File: config.mk
export PLATFORM = sky130hd
export DESIGN_NAME = a_send_ch_ctrl
export DESIGN_NICKNAME = d
export VERILOG_FILES = /design/src/rtl/a_send_ch_ctrl.sv
export SDC_FILE = /design/constraint.sdc
export NUM_CORES = 1
export LEC_CHECK = 0
export ABC_AREA = 1
export CORE_MARGIN = 2
export CORE_UTILIZATION = 35
export CTS_CLUSTER_SIZE = 24
export DETAILED_ROUTE_END_ITERATION = 12
export DONT_BUFFER_PORTS = 1
export PLACE_DENSITY = 0.6
export SYNTH_ARGS = -nofsm -noshare
export SYNTH_HDL_FRONTEND = slang
export SYNTH_SLANG_ARGS = --single-unit
File: constraint.sdc
create_clock -name aclk -period 1.7 [get_ports aclk]
set_input_delay 0.255 -clock aclk [delete_from_list [all_inputs] [get_ports aclk]]
set_output_delay 0.255 -clock aclk [all_outputs]
set_load 0.02 [all_outputs]
File: src/rtl/a_send_ch_ctrl.sv
// a_send_ch_ctrl
// NCH independent send channels. Each channel captures its adata slice on
// an accepted send, flips its areq toggle, then waits in BUSY for an ack.
// An optional timeout, latched per transfer from timeout_cyc, moves the
// channel to ERR. ERR is left only through aerr_clr.
//
// Ports
//   aclk         in   1        clock, rising edge
//   arst_n       in   1        asynchronous active-low reset
//   asend        in   NCH      per-channel send request (used in READY only)
//   adata        in   NCH*DW   send data, channel i at [i*DW +: DW]
//   aack         in   NCH      ack, pulse (ACK_MODE=0) or toggle (ACK_MODE=1)
//   timeout_cyc  in   TO_W     ack timeout in cycles, 0 = no timeout
//   aerr_clr     in   NCH      per-channel error clear
//   aready       out  NCH      channel is READY
//   areq         out  NCH      request toggle, flips once per accepted send
//   ahold        out  NCH*DW   data captured by the last accepted send
//   aerr         out  NCH      channel is in ERR
module a_send_ch_ctrl #(
   parameter int DW       = 8,
   parameter int NCH      = 4,
   parameter int TO_W     = 8,
   parameter int ACK_MODE = 1
) (
   input  logic                aclk,
   input  logic                arst_n,
   input  logic [NCH-1:0]      asend,
   input  logic [NCH*DW-1:0]   adata,
   input  logic [NCH-1:0]      aack,
   input  logic [TO_W-1:0]     timeout_cyc,
   input  logic [NCH-1:0]      aerr_clr,
   output logic [NCH-1:0]      aready,
   output logic [NCH-1:0]      areq,
   output logic [NCH*DW-1:0]   ahold,
   output logic [NCH-1:0]      aerr
);

   typedef enum logic [1:0] {
      ST_READY = 2'd0,
      ST_BUSY  = 2'd1,
      ST_ERR   = 2'd2
   } state_t;

   localparam logic [TO_W-1:0] TO_ZERO = {TO_W{1'b0}};
   localparam logic [TO_W-1:0] TO_ONE  = TO_W'(1'b1);
   localparam logic [TO_W-1:0] TO_MAX  = {TO_W{1'b1}};

   state_t              state_q [NCH];
   state_t              state_d [NCH];
   logic [TO_W-1:0]     timer_q [NCH];
   logic [TO_W-1:0]     timer_d [NCH];
   logic [TO_W-1:0]     limit_q [NCH];
   logic [TO_W-1:0]     limit_d [NCH];
   logic [NCH-1:0]      areq_q;
   logic [NCH-1:0]      areq_d;
   logic [NCH-1:0]      ack_q;
   logic [NCH-1:0]      ack_d;
   logic [NCH*DW-1:0]   ahold_q;
   logic [NCH*DW-1:0]   ahold_d;
   logic [NCH-1:0]      ack_ev_s;

   // Ack event decode: a level in pulse mode, a change against the
   // registered copy in toggle mode.
   always_comb begin
      ack_ev_s = {NCH{1'b0}};
      if (ACK_MODE == 0) begin
         ack_ev_s = aack;
      end else begin
         ack_ev_s = aack ^ ack_q;
      end
   end

   // Per-channel next-state and datapath logic.
   always_comb begin
      areq_d  = areq_q;
      ahold_d = ahold_q;
      // The ack copy tracks aack every cycle regardless of state, so a
      // toggle seen while in ERR is not mistaken for an ack later.
      ack_d   = aack;
      for (int i = 0; i < NCH; i++) begin
         state_d[i] = state_q[i];
         timer_d[i] = timer_q[i];
         limit_d[i] = limit_q[i];
         case (state_q[i])
            ST_READY: begin
               if (asend[i]) begin
                  state_d[i]             = ST_BUSY;
                  ahold_d[i*DW +: DW]    = adata[i*DW +: DW];
                  areq_d[i]              = ~areq_q[i];
                  timer_d[i]             = TO_ZERO;
                  limit_d[i]             = timeout_cyc;
               end else begin
                  state_d[i] = ST_READY;
               end
            end
            ST_BUSY: begin
               if (ack_ev_s[i]) begin
                  // Ack wins over a timeout expiring in the same cycle.
                  state_d[i] = ST_READY;
               end else begin
                  if (timer_q[i] != TO_MAX) begin
                     timer_d[i] = timer_q[i] + TO_ONE;
                  end else begin
                     timer_d[i] = timer_q[i];
                  end
                  // The timer counts completed BUSY cycles, so reaching
                  // limit-1 here means this is the limit-th cycle.
                  if ((limit_q[i] != TO_ZERO) && (timer_q[i] == (limit_q[i] - TO_ONE))) begin
                     state_d[i] = ST_ERR;
                  end else begin
                     state_d[i] = ST_BUSY;
                  end
               end
            end
            ST_ERR: begin
               if (aerr_clr[i]) begin
                  state_d[i] = ST_READY;
               end else begin
                  state_d[i] = ST_ERR;
               end
            end
            default: begin
               state_d[i] = ST_READY;
            end
         endcase
      end
   end

   // State, timer, limit, toggle, ack copy and data hold registers.
   always_ff @(posedge aclk or negedge arst_n) begin
      if (!arst_n) begin
         for (int i = 0; i < NCH; i++) begin
            state_q[i] <= ST_READY;
            timer_q[i] <= TO_ZERO;
            limit_q[i] <= TO_ZERO;
         end
         areq_q  <= {NCH{1'b0}};
         ack_q   <= {NCH{1'b0}};
         ahold_q <= {(NCH*DW){1'b0}};
      end else begin
         for (int i = 0; i < NCH; i++) begin
            state_q[i] <= state_d[i];
            timer_q[i] <= timer_d[i];
            limit_q[i] <= limit_d[i];
         end
         areq_q  <= areq_d;
         ack_q   <= ack_d;
         ahold_q <= ahold_d;
      end
   end

   // Status outputs decoded straight from the state registers.
   always_comb begin
      aready = {NCH{1'b0}};
      aerr   = {NCH{1'b0}};
      for (int i = 0; i < NCH; i++) begin
         aready[i] = (state_q[i] == ST_READY);
         aerr[i]   = (state_q[i] == ST_ERR);
      end
   end

   assign areq  = areq_q;
   assign ahold = ahold_q;

endmodule

* Word-level counts from Yosys, hierarchy flattened
Cells that the tools add are included.
** Word-level totals
- Register bits :: 112
- Output and inout bits :: 44
** Operators by class
- $add $sub $neg :: 8
- Eq/ne operators :: 28
- Mux-type cells :: 36
- Bitwise gates (word level) :: 5
- Reduce and logical (&&, ||, !) cells :: 24
** Operators with widths (count)
- $mux W8 :: 12
- $pmux W8 S2 :: 4
- $add A8 B1 Y8 const B :: 4
- $eq A8 B8 Y1 :: 4
- $ne A8 B8 Y1 const B :: 4
- $reduce_bool A8 Y1 :: 4
- $sub A8 B1 Y8 const B :: 4
- $mux W2 :: 12
- $ne A2 B2 Y1 const B :: 12
- $pmux W2 S3 :: 4
- $reduce_and A4 Y1 :: 4
- $eq A2 B1 Y1 const B :: 4
- $eq A2 B2 Y1 const B :: 4
- $logic_not A2 Y1 :: 4
- $reduce_and A2 Y1 :: 4
- $reduce_bool A2 Y1 :: 4
- $logic_and A1 B1 Y1 :: 4
- $mux W1 :: 4
- $not A1 Y1 :: 4
- $xor A4 B4 Y4 :: 1

* Logic depth before layout (Yosys ltp)
- Depth in word-level cells :: 6
- Mapped depth :: 13
- Mapped depth without buffers :: 13

* Worst setup path after synthesis
OpenSTA, ideal clock, no wires.
- Kind :: reg-to-reg
- Start :: register state_q[0] (netlist name)
- End :: register ahold_q[26], in the netlist ahold[26]
- Setup time :: 0.128 ns
- Arrival :: 1.435 ns
- Required time :: 1.572 ns
- Setup slack :: 0.138 ns
- Stages on the path, launching flop included :: 5
- Period minus slack after synthesis :: 1.562 ns
- Path through :: dfrtp_1 -> nor2_1 -> nand2_1 -> buf_2 -> mux2_1
** On the way
- Word-level cells in the longest chain between the ends :: 2
** RTL lines
- start, declared :: line 48 : state_t state_q [NCH];
- start signal, assigned by index :: line 142 : state_q[i] <= state_d[i];
- $logic_not A2 Y1
- named net aready[3] :: line 32 : output logic [NCH-1:0] aready,
- $reduce_and A2 Y1 (no line)
- end signal, assigned :: line 139 : ahold_q <= {(NCH*DW){1'b0}};
- end signal, assigned :: line 148 : ahold_q <= ahold_d;
- end, declared :: line 58 : logic [NCH*DW-1:0] ahold_q;
The timed path passes the listed nets, and every way through them passes these cells.
A chain may end at the register's enable or synchronous reset.

==> flow_summary.yaml <==
grt:
  grt_max_degree: 113
  grt_pass1_vias: 4471
  grt.total_usage: 0.1412
  grt.overflow.total: 0
  antenna_found_initial: 0
  grt_pass1_wl_mm: 20.98
logic_synthesis:
  yosys.area_share.adder: 0.02247
  ys_warn_count: 0
  synthSimpleGateAreaFrac: 0.2782
  ys_seq_elements: 112
  synth_top_family_by_area: "simple AND/OR/NAND/NOR gates"
  synth_area_um2: 6126
  avgSynthCellArea_um2: 8.312
  synth_compound_area_frac: 0.07006
  yosys.cell_types.count: 43
  synth_fp_nets: 802
  synth-main-ff-cell: "dfrtp_1"
  synth_edf_count: 0
  synth-xor-area-share: 0.05944
  seq_area_frac_synth: 0.4575
  synth.mux.area_fraction: 0.04412
  synthArstFlopShare: 1.000
  synthCells: 737
placement:
  pre_cts_ws_ns: 0.007144
  hpwl_mm: 8.941
  placed_cell_area_um2: 6457
  place_inst: 963
  gp_congestion: 0.8453
  io_buffers: 0
min_path:
  hp-class: "in -> async"
timing:
  clock.fmax_mhz: 638.9
  final_max_slew_viol_count: 0
  post-route-min-period_ns: 1.565
  fin_skew_ns: 0.009066
  setup_violations: 0
  rsz0062_at_grt: "no"
  setup_tns_ns: 0
  finalCritPeriodShare: 0.9208
  hold-worst-slack_ns: -0.4132
  worst_slew_pin_slew_ns: 0.5097
  setup_slack_ns: 0.1347
  final-hold-violation-count: 112
  relSlewSlack: 0.6594
setup_path:
  start_kind: "flop"
  path_cells: "inv_1 > ha_2 > xnor2_1 > nor2_1 > nand2_1 > nor2_1 > nand2_1 > nor2_2 > nand2_1 > nand2_1 > nand2_1"
  required_ns: 1.95
  rr_startpoint: "limit_q[9]$_DFFE_PN0P_"
  reg2reg_to: "state_q[2]$_DFF_PN0_"
  rrSetupSlack_ns: 0.13
  worstPathArrival_ns: 1.82
  cp_slowest_cell: "dfrtp_1"
  end_kind: "flop"
  cpPeakStageDelay_ns: 0.38
  crit_type: "reg -> reg"
  r2r_cells: 11
  cp_max_fo: 3
  worst_path_most_repeated_cell: "nand2_1"
pwr:
  pwr-share-seq: 0.436
  fin_total_pwr_w: 0.01110
  power.density_nw_per_um2: 1604
  p_switching_w: 0.004682
  pwr-share-comb: 0.378
  internal-power_w: 0.006422
  p_leak_nw: 3.287
  peakVddDrop_uv: 918.6
  sw_frac_of_total: 0.4217
  pwr-share-clk: 0.186
finish:
  final.fill_count: 1803
  final_common_cell: "nand2_1"
  drive_gt1_frac: 0.1686
  antenna_cells: 0
  design_area_um2: 6924
  finalNetCount: 831
  area_growth_pct: 13.03
  final_cell_mix: "nand2_1, dfrtp_1, inv_1"
  instances_no_fill: 996
clock_network:
  cts-root-buf: "clkbuf_16"
  cts_tree: "built"
  htreeDepth: 3
  clk_latency_ns: 0.36
  cts.sinks: 112
  path_clk_slew_ns: 0.08
  cts_buffer_depth: 2
  hold_buffers: 6
  cts-buffers-inserted: 9
run_status:
  violations: "negative hold slack"
  status: "finished with violations"
floorplan:
  start_util: 0.3566
  dieWidth_um: 136.3
  dieArea_um2: 18580
  fp.dieH_um: 136.3
  num_io_pins: 98
  core_area_um2: 17180
  rows: 48
route:
  wl_mm: 12.31
  antenna_left: 0
  routed_via_density: 4.623
  drtIter0Drc: 233
  drc_errors: 0
  dr.pass1.iters: 4
  via_count: 4605
  wl_per_cell_um: 12.35
job:
  drv_cap: 0
cells by family (layout without fill, tap and decap cells):
logic type	count (synthesis)	after routing
AOI/OAI and AO/OA	77	77
muxes	24	24
xor gates and xnor gates	40	40
DFF	112	112
and+or+nand+nor	369	369
buffers and inverters	104	138
adders and majority gates	11	11
power groups by stage:
stage	clock network, W	registers, W	logic [W]
after floorplan	0	0.00468	0.00321
after global placement	0	0.00491	0.00385
after detailed placement	0	0.00490	0.00394
after CTS	0.00214	0.00487	0.00396
after global routing	0.00224	0.00498	0.00486
final	0.00207	0.00484	0.00419
flip-flops by register name, indices dropped and copies added (netlist names):
| signal | flops |
|---|---|
| ack_q | 4 |
| ahold | 32 |
| areq | 4 |
| limit_q | 32 |
| state_q | 8 |
| timer_q | 32 |
worst max-delay path: cells and delay by family, from the launching register on:
family	cells	cell delay, ns
xor+xnor	1	0.12
fa+ha+maj	1	0.28
buf+inv	1	0.10
flops	1	0.38
simple gates	8	0.58
cell usage after synthesis, types with 11 or more instances:
master,count,share of area
inv_1,81,0.050
dfrtp_1,112,0.46
nand2_2,12,0.012
ha_1,11,0.022
nand3_1,44,0.036
nor2_1,68,0.042
mux2_2,22,0.040
a21oi_1,11,0.0090
xor2_1,20,0.029
o21ai_0,50,0.041
xnor2_1,19,0.027
nand2_1,195,0.12
nand4_1,12,0.012
routing by layer:
layer | routed length [um] | track usage | vias to the layer above
met1 | 5890 | 0.1870 | 2127
met2 | 5816 | 0.2337 | 65
met5 | 0 | 0 | -
li1 | - | - | 2400
met3 | 407 | 0.02461 | 13
met4 | 191 | 0.04745 | 0
worst max path at each step:
| stage | startpoint | to | slack, ns | cells past startpoint |
|---|---|---|---|---|
| final | limit_q[9]$_DFFE_PN0P_ | state_q[2]$_DFF_PN0_ | 0.13 | 11 |
| after detailed placement | limit_q[16]$_DFFE_PN0P_ | state_q[4]$_DFF_PN0_ | 0.007 | 11 |
| after global routing | state_q[6]$_DFF_PN0_ | ahold[5]$_DFFE_PN0P_ | 0.001 | 5 |
| after CTS | limit_q[16]$_DFFE_PN0P_ | state_q[4]$_DFF_PN0_ | 0.002 | 11 |
| after floorplan | state_q[0]$_DFF_PN0_ | ahold[26]$_DFFE_PN0P_ | 0.14 | 4 |
| after global placement | limit_q[16]$_DFFE_PN0P_ | state_q[4]$_DFF_PN0_ | 0.07 | 11 |
timing repair:
item,in CTS,in global routing
buffers inserted,0,11
gates resized for setup,0,16
setup endpoints to repair,0,19
hold endpoints to repair,118,112
through the flow:
step	hold slack [ns]	util
2_1_floorplan	-0.04059	-
3_3_place_gp	-0.03482	0.3759
3_5_place_dp	-0.03432	0.3759
4_1_cts	-0.4249	0.3959
5_1_grt	-0.4293	0.4031
6_report	-0.4132	0.4031
layout make-up:
class,instances,area (um^2),area share
clock inverter,6,53.80,0.007770
multi-input combinational,521,2945,0.4254
inverter,89,335.3,0.04843
tap,225,281.5,0.04066
sequential,112,2804,0.4050
timing repair buffer,33,275.3,0.03975
clock buffer,10,229.0,0.03307
Note: power is estimated with default switching activity, not from simulation.
